File: src/rtl/mtr_duty_ramp.sv
// Slew-limited duty scheduler for the left/right motor PWM pair: walks each
// channel's signed actual duty toward its target once per PWM period.

module mtr_ramp_lane (
    input  logic [11:0] act,
    input  logic [11:0] tg,
    input  logic [10:0] step,
    output logic [11:0] act_stp,
    output logic [10:0] duty,
    output logic        fwd
);
    logic [12:0] d;
    logic [12:0] d_abs;
    logic [11:0] act_neg;

    always_comb begin
        // Sign-extended 13-bit difference: tg - act spans -4094..4094.
        d       = {tg[11], tg} - {act[11], act};
        d_abs   = d[12] ? (13'd0 - d) : d;
        act_neg = 12'd0 - act;
        if (d_abs <= {2'b00, step})
            act_stp = tg;
        else if (d[12])
            act_stp = act - {1'b0, step};
        else
            act_stp = act + {1'b0, step};
        duty = act[11] ? act_neg[10:0] : act[10:0];
        fwd  = ~act[11];
    end
endmodule

module mtr_duty_ramp #(
    parameter logic [10:0] STEP    = 11'd32,
    parameter int          BRK_MUL = 4
) (
    input  logic        clk,
    input  logic        rst,
    input  logic        cmd_vld,
    output logic        cmd_rdy,
    input  logic [11:0] lft_tgt,
    input  logic [11:0] rght_tgt,
    input  logic        brake,
    output logic [10:0] lft_duty,
    output logic        lft_fwd,
    output logic [10:0] rght_duty,
    output logic        rght_fwd,
    output logic        period_end,
    output logic        busy
);
    localparam int          NUM_LANES = 2;   // lane 0 = left, lane 1 = right
    localparam logic [10:0] BRK_STEP  = 11'(int'(STEP) * BRK_MUL);

    typedef enum logic [1:0] {IDLE, RAMP, BRAKE} state_t;

    state_t state, state_nxt;
    logic [10:0] cnt;
    logic        xfer;
    logic [10:0] step_sz;
    logic [NUM_LANES-1:0][11:0] act, tg, act_stp, tgt_in;
    logic [NUM_LANES-1:0][10:0] duty;
    logic [NUM_LANES-1:0]       fwd;

    // -2048 has no 11-bit magnitude, so it is pulled in to -2047.
    function automatic logic [11:0] clamp_tgt(input logic [11:0] t);
        return (t == 12'h800) ? 12'h801 : t;
    endfunction

    assign period_end = (cnt == 11'h7FF);
    assign cmd_rdy    = (state != BRAKE) && !brake;
    assign xfer       = cmd_vld && cmd_rdy;
    assign busy       = (state != IDLE);
    assign step_sz    = (state == BRAKE) ? BRK_STEP : STEP;
    assign tgt_in[0]  = clamp_tgt(lft_tgt);
    assign tgt_in[1]  = clamp_tgt(rght_tgt);

    for (genvar i = 0; i < NUM_LANES; i++) begin : g_lane
        mtr_ramp_lane u_lane (
            .act     (act[i]),
            .tg      (tg[i]),
            .step    (step_sz),
            .act_stp (act_stp[i]),
            .duty    (duty[i]),
            .fwd     (fwd[i])
        );
    end

    assign lft_duty  = duty[0];
    assign lft_fwd   = fwd[0];
    assign rght_duty = duty[1];
    assign rght_fwd  = fwd[1];

    always_comb begin
        state_nxt = state;
        case (state)
            IDLE:  if (xfer && (tgt_in != act)) state_nxt = RAMP;
            // A retarget on the boundary edge defers the idle decision a period.
            RAMP:  if (period_end && !xfer && (act_stp == tg)) state_nxt = IDLE;
            BRAKE: if (!brake && (act == '0)) state_nxt = IDLE;
            default: state_nxt = IDLE;
        endcase
        if (brake) state_nxt = BRAKE;
    end

    always_ff @(posedge clk) begin
        if (rst) begin
            cnt   <= '0;
            act   <= '0;
            tg    <= '0;
            state <= IDLE;
        end else begin
            cnt   <= cnt + 11'd1;
            state <= state_nxt;
            if (period_end) act <= act_stp;
            // Steps above see the old targets; new ones apply next boundary.
            if (brake)     tg <= '0;
            else if (xfer) tg <= tgt_in;
        end
    end
endmodule

File: config.mk
export PLATFORM = sky130hd
export DESIGN_NAME = mtr_duty_ramp
export DESIGN_NICKNAME = d
export VERILOG_FILES = /design/src/rtl/mtr_duty_ramp.sv
export SDC_FILE = /design/constraint.sdc
export NUM_CORES = 1
export LEC_CHECK = 0
export BUFFER_PORTS_ARGS = -buffer_cell sky130_fd_sc_hd__buf_2
export CORE_MARGIN = 4
export CORE_UTILIZATION = 60
export DETAILED_ROUTE_END_ITERATION = 6
export PLACE_DENSITY = 0.8
export SYNTH_ARGS = -nofsm -noshare
export SYNTH_HDL_FRONTEND = slang
export SYNTH_SLANG_ARGS = --single-unit
File: constraint.sdc
create_clock -name clk -period 6.3 [get_ports clk]
set_input_delay 0 -clock clk [delete_from_list [all_inputs] [get_ports clk]]
set_output_delay 0 -clock clk [all_outputs]
set_load 0.02 [all_outputs]
==> flow_metrics.env, run 1 <==
export IMPL_die_h_um=108
export IMPL_endpoint_kind="register"
export IMPL_hold_ws_ns=0.0968
export IMPL_rows=36
export IMPL_dieArea_mm2=0.0117
export IMPL_drv_cap=0
export IMPL_hp_class="in2reg"
export IMPL_cts_tree="built"
export IMPL_clockRootBuffer="clkbuf_8"
export IMPL_yosysSeqAreaShare_pct=20.3
export IMPL_async_flop_share_pct=0
export IMPL_switching_share_pct=35.6
export IMPL_antenna_found_initial=0
export IMPL_yosys_top_cells_area="dfxtp_1 (20%), ha_1 (9.4%), xnor2_1 (8.7%)"
export IMPL_grt_start_max_net_pins=52
export IMPL_synth_xor_area_share_pct=15.4
export IMPL_globalRouteOverflowTotal=0
export IMPL_power_leakage_nw=2.85
export IMPL_drc_errors=0
export IMPL_yosys_area_share_simple_pct=22.8
export IMPL_numCtsBuffers=9
export IMPL_nFillCells=826
export IMPL_vias=6093
export IMPL_hold_start="rght_tgt[0]"
export IMPL_cp_start_kind="register"
export IMPL_grt_usage_pct=30.5
export IMPL_layout_cells_non_filler=964
export IMPL_r2r_start="tg[12]"
export IMPL_reg2reg_slack_ns=1.17
export IMPL_reg2reg_depth=18
export IMPL_vias_per_cell=6.32
export IMPL_max_vdd_ir_drop_uv=121
export IMPL_finalSetupViolCount=0
export IMPL_syn_avg_cell_area_um2=7.73
export IMPL_p_total_mw=1.05
export IMPL_synth_edf_count=0
export IMPL_rsz0062_at_grt="false"
export IMPL_ys_seq_elements=61
export IMPL_clkTransAtPathRegs_ns=0.08
export IMPL_netlist_area_mm2=0.00601
export IMPL_htreeDepth=3
export IMPL_gp_congestion=0.951
export IMPL_reg2reg_to="act[17]"
export IMPL_grt_pass1_wl_mm=28.7
export IMPL_combPwrFrac_pct=31.9
export IMPL_ys_warnings_count=0
export IMPL_status="completed"
export IMPL_fp_coreArea_mm2=0.00977
export IMPL_dr_pass1_iters=5
export IMPL_path_max_fanout=16
export IMPL_p_clk_share_pct=30.4
export IMPL_cts_resized=0
export IMPL_dp_cells=924
export IMPL_path_class="reg2reg"
export IMPL_seq_power_share_pct=37.7
export IMPL_drt_iter0_drc=678
export IMPL_drive_above_1_share_pct=11.0
export IMPL_ys_flop_type="dfxtp_1"
export IMPL_netlist_area_leader_share_pct=20.3
export IMPL_pin_count=55
export IMPL_yosys_area_share_adder_pct=10.0
export IMPL_slew_headroom_pct=26.5
export IMPL_min_to="tg[12]"
export IMPL_nNetsFinal=900
export IMPL_max_clock_freq_mhz=195
export IMPL_place_port_buffers=54
export IMPL_hpwl_mm=12.8
export IMPL_postCtsSetupBuffers=0
export IMPL_slew_viol_final=0
export IMPL_tightest_slew_ns=1.10
export IMPL_cts_sinks=61
export IMPL_yosysTopAreaCell="dfxtp_1"
export IMPL_synth_net_count=852
export IMPL_cts_buffer_depth=2
export IMPL_holdPathStages=3
export IMPL_fin_skew_ns=0.0169
export IMPL_clock_latency_ns=0.35
export IMPL_synth_cell_types=73
export IMPL_power_switching_uw=375
export IMPL_setup_tns_ns=0
export IMPL_drtAntennaViolNets=0
export IMPL_syn_to_final_growth_pct=11.3
export IMPL_synth_top_family_by_area="compound AO/OA/AOI/OAI gates"
export IMPL_die_w_um=108
export IMPL_grt_pass1_vias=5996
export IMPL_netlist_instances=777
export IMPL_required_ns=6.53
export IMPL_routed_wl_mm=17.4
export IMPL_start_util_pct=61.5
export IMPL_synth_compound_gate_area_share_pct=22.8
export IMPL_synthMuxAreaShare_pct=2.89
export IMPL_fin_crit_ns=5.13
export IMPL_wl_per_cell_um=18.1
export IMPL_power_density_mw_per_mm2=158
export IMPL_finalHoldViolCount=0
export IMPL_worst_ep_arrival_time_ns=5.36
export IMPL_intPower_uw=679
export IMPL_timing_final_crit_share_pct=81.4
[synthesized netlist by cell type (14+ instances only)]
library cell	count
nor2_1	64
nand2_1	74
dfxtp_1	61
o21a_1	15
xnor2_1	60
clkbuf_1	35
o31ai_1	17
o21ai_0	27
nand3_1	16
mux2i_1	14
nor4_1	14
nor3_1	19
xor2_1	43
ha_1	45
a21oi_1	39
a211oi_1	18
inv_1	42
[area by class of cell]
class / count / area (µm²) / area share, %
clock inverters: 7 / 50.0 / 0.748
multi-input cells: 630 / 4440 / 66.3
flip-flops and latches: 61 / 1220 / 18.2
diodes: 1 / 2.50 / 0.0374
well taps: 133 / 166 / 2.49
clock buffers: 9 / 124 / 1.85
inverters: 42 / 158 / 2.36
repair buffers: 81 / 531 / 7.93
[power groups by stage]
stage	clock, mW	sequential, mW	combinational (mW)
final	0.321	0.397	0.337
after global routing	0.339	0.398	0.367
after CTS	0.323	0.397	0.328
after detailed placement	0	0.406	0.315
after global placement	0	0.406	0.307
after floorplan	0	0.404	0.245
[worst max-delay path: stages (launching register included)]
cell and delay (ns):
dfxtp_1 0.39, inv_1 0.10, ha_1 0.22, fa_1 0.44, nor2b_1 0.30, o21ai_0 0.25
a211o_1 0.32, a41oi_2 0.49, nor2_1 0.13, xnor2_1 0.15, ha_1 0.30, nand4b_1 0.14
o41ai_1 0.44, o221ai_1 0.19, o21ai_0 0.18, nand4b_1 0.15, buf_4 0.23, or4b_1 0.47
o311ai_0 0.10
[how the worst max path moves through the flow]
stage | start | endpoint | cells after the start
3_5_place_dp | tg[12] | act[17] | 18
5_1_grt | tg[12] | act[17] | 18
4_1_cts | tg[12] | act[17] | 18
6_report | tg[12] | act[17] | 18
3_3_place_gp | tg[12] | act[17] | 18
2_1_floorplan | act[4] | act[10] | 19
[flip-flops by register name, summed over array words and instances (netlist names)]
signal,count
cnt,11
state,2
tg,24
act,24
[layer usage]
layer / wire [µm] / global-route usage [%]
met1: 7050 / 37.7
met2: 8270 / 52.0
met3: 1230 / 4.30
met4: 855 / 15.2
met5: 0 / 0
[cell usage in the layout, fill, tap and decap left out, types with 14 or more instances in the layout]
cell           instances
a21oi_1               39
xor2_1                43
o21a_1                15
o21ai_0               27
o31ai_1               17
dfxtp_1               61
mux2i_1               14
xnor2_1               60
ha_1                  45
inv_1                 42
nor3_1                19
dlygate4sd3_1         23
nor2_1                64
a211oi_1              18
buf_2                 54
nand3_1               16
nor4_1                14
nand2_1               74
[per-stage QoR]
stage                     worst slack, ns  util, %  instance area (µm²)
after floorplan                      2.12        -                 6010
after global placement               1.39     64.3                 6280
after detailed placement             1.24     64.3                 6280
after CTS                            1.20     68.4                 6690
after global routing                0.825     68.4                 6690
final                                1.17     68.5                 6690
[cell families (layout without fill, tap and decap cells)]
kind of cell / count (synthesis) / in the layout
flip-flops: 61 / 61
multiplexers: 17 / 17
AND/OR/NAND/NOR: 270 / 270
AO/OA/AOI/OAI: 192 / 192
other: 0 / 1
XOR/XNOR: 104 / 104
adder cells (fa/ha/maj): 47 / 47
buffers and inverters: 86 / 139
[repair_timing]
item / in CTS / in global routing
endpoints found under the hold margin: 23 / 0
setup endpoints to repair: 0 / 0
hold buffers: 23 / 0
(Power assumes the default switching activity.)
==> run 2, diff against run 1 <==
Settings changed: CORE_UTILIZATION 60 to 55, PLACE_DENSITY 0.8 to 0.78.
Clock period 6.3 ns to 4.35 ns, I/O delays scaled along.
==> flow_metrics.env, run 2 (synthesis results as in run 1) <==
export IMPL_htreeDepth=3
export IMPL_setup_tns_ns=0
export IMPL_max_vdd_ir_drop_uv=180
export IMPL_hp_class="in2reg"
export IMPL_cts_tree="built"
export IMPL_numCtsBuffers=9
export IMPL_fp_coreArea_mm2=0.0105
export IMPL_gp_congestion=0.957
export IMPL_drv_cap=0
export IMPL_final_cell_mix="nand2_1 (74), nor2_1 (63), xnor2_1 (59)"
export IMPL_slew_viol_final=0
export IMPL_antenna_found_initial=0
export IMPL_max_clock_freq_mhz=243
export IMPL_antenna_cells=0
export IMPL_drt_iter0_drc=617
export IMPL_wl_per_cell_um=18.1
export IMPL_power_density_mw_per_mm2=222
export IMPL_grt_usage_pct=27.8
export IMPL_power_leakage_nw=3.01
export IMPL_endpoint_kind="register"
export IMPL_tightest_slew_ns=0.958
export IMPL_fin_skew_ns=0.0116
export IMPL_vias_per_cell=6.29
export IMPL_required_ns=4.58
export IMPL_nNetsFinal=928
export IMPL_cts_sinks=61
export IMPL_grt_pass1_wl_mm=29.0
export IMPL_reg2reg_depth=18
export IMPL_grt_start_max_net_pins=52
export IMPL_status="completed"
export IMPL_path_cells="inv_1, ha_1, fa_2, nor2b_4, o21ai_1, a211o_1, a41oi_2, nor2_1, xnor2_1, ha_1, nand4b_1, o41ai_2, o221ai_1, o21ai_1, nand4b_1, buf_4, or4b_1, o311ai_0"
export IMPL_globalRouteOverflowTotal=0
export IMPL_finalSetupViolCount=0
export IMPL_dr_pass1_iters=6
export IMPL_dp_cells=952
export IMPL_worst_ep_arrival_time_ns=4.34
export IMPL_cts_buffer_depth=2
export IMPL_place_area_mm2=0.00649
export IMPL_drive_above_1_share_pct=15.5
export IMPL_hpwl_mm=13.7
export IMPL_crit_path_top_delay_cell="or4b_1"
export IMPL_drc_errors=0
export IMPL_reg_top3="act: 24 flops, tg: 24 flops, cnt: 11 flops"
export IMPL_path_max_fanout=16
export IMPL_finalHoldViolCount=0
export IMPL_final_common_cell="nand2_1"
export IMPL_place_port_buffers=54
export IMPL_postLayoutCellArea_mm2=0.00698
export IMPL_layout_cells_non_filler=994
export IMPL_rows=37
export IMPL_pre_cts_ws_ns=0.0171
export IMPL_holdPathStages=3
export IMPL_dieArea_mm2=0.0127
export IMPL_drtAntennaViolNets=0
export IMPL_grt_pass1_vias=6025
export IMPL_slew_headroom_pct=36.1
export IMPL_timing_final_crit_share_pct=94.5
export IMPL_clockRootBuffer="clkbuf_8"
export IMPL_die_h_um=113
export IMPL_max_stage_delay_ns=0.47
export IMPL_path_class="reg2reg"
export IMPL_die_w_um=113
export IMPL_routed_wl_mm=18.0
export IMPL_final_core_util_pct=66.7
export IMPL_fin_crit_ns=4.11
export IMPL_start_util_pct=57.4
export IMPL_syn_to_final_growth_pct=16.1
export IMPL_cp_start_kind="register"
export IMPL_clock_latency_ns=0.35
export IMPL_finalWorstSetupSlack_ns=0.238
export IMPL_pin_count=55
export IMPL_vias=6250
export IMPL_clkTransAtPathRegs_ns=0.07
==> run 2: through the flow <==
step,hold slack [ns],power [mW]
2_1_floorplan,0.0915,0.940
3_3_place_gp,0.280,1.06
3_5_place_dp,0.284,1.07
4_1_cts,0.0847,1.53
5_1_grt,0.0781,1.63
6_report,0.0936,1.55
==> run 2: what timing repair did <==
item | CTS | global route
cloned | 0 | 0
buffers inserted | 0 | 3
endpoints found under the setup margin | 1 | 25
gates resized for setup | 1 | 22
hold buffers | 23 | 0
hold endpoints to repair | 23 | 0
pin swaps | 0 | 4
==> run 2: worst paths after layout <==
path | from | endpoint | slack [ns]
setup / recovery | tg[12] | act[17] | 0.24
hold / removal | lft_tgt[0] | tg[0] | 0.09
setup reg to reg | tg[12] | act[17] | 0.24
hold reg to reg | cnt[0] | cnt[0] | 0.47
==> run 2: worst max-delay path: cells and delay by family (launching register included) <==
kind,cells,cell delay [ns]
AO/OA/AOI/OAI,7,1.32
AND/OR/NAND/NOR,5,0.97
flip-flops,1,0.37
adder cells (fa/ha/maj),3,0.89
XOR/XNOR,1,0.13
buffers and inverters,2,0.29
==> run 2: where the power goes <==
group          switching [mW]  leakage [nW]  total (mW)  internal (mW)
registers             0.00909         0.495       0.575          0.566
logic                   0.293          2.44       0.524          0.231
clock network           0.247        0.0743       0.451          0.204
total                   0.549          3.01        1.55           1.00
==> run 2: layer usage <==
metal	vias to the layer above	GRT usage, %	share of wire, %
li1	2959	-	-
met1	2921	34.7	41
met2	305	46.3	46
met3	65	4.80	8.0
met4	0	13.5	4.4
met5	-	0	0
==> run 2: area by class of cell <==
class / instances / area, µm²
clock buffer: 10 / 128
clock inverter: 6 / 40.0
fill: 888 / 3480
inverter: 42 / 158
multi-input combinational: 630 / 4500
sequential: 61 / 1230
tap: 136 / 170
timing repair buffer: 109 / 757
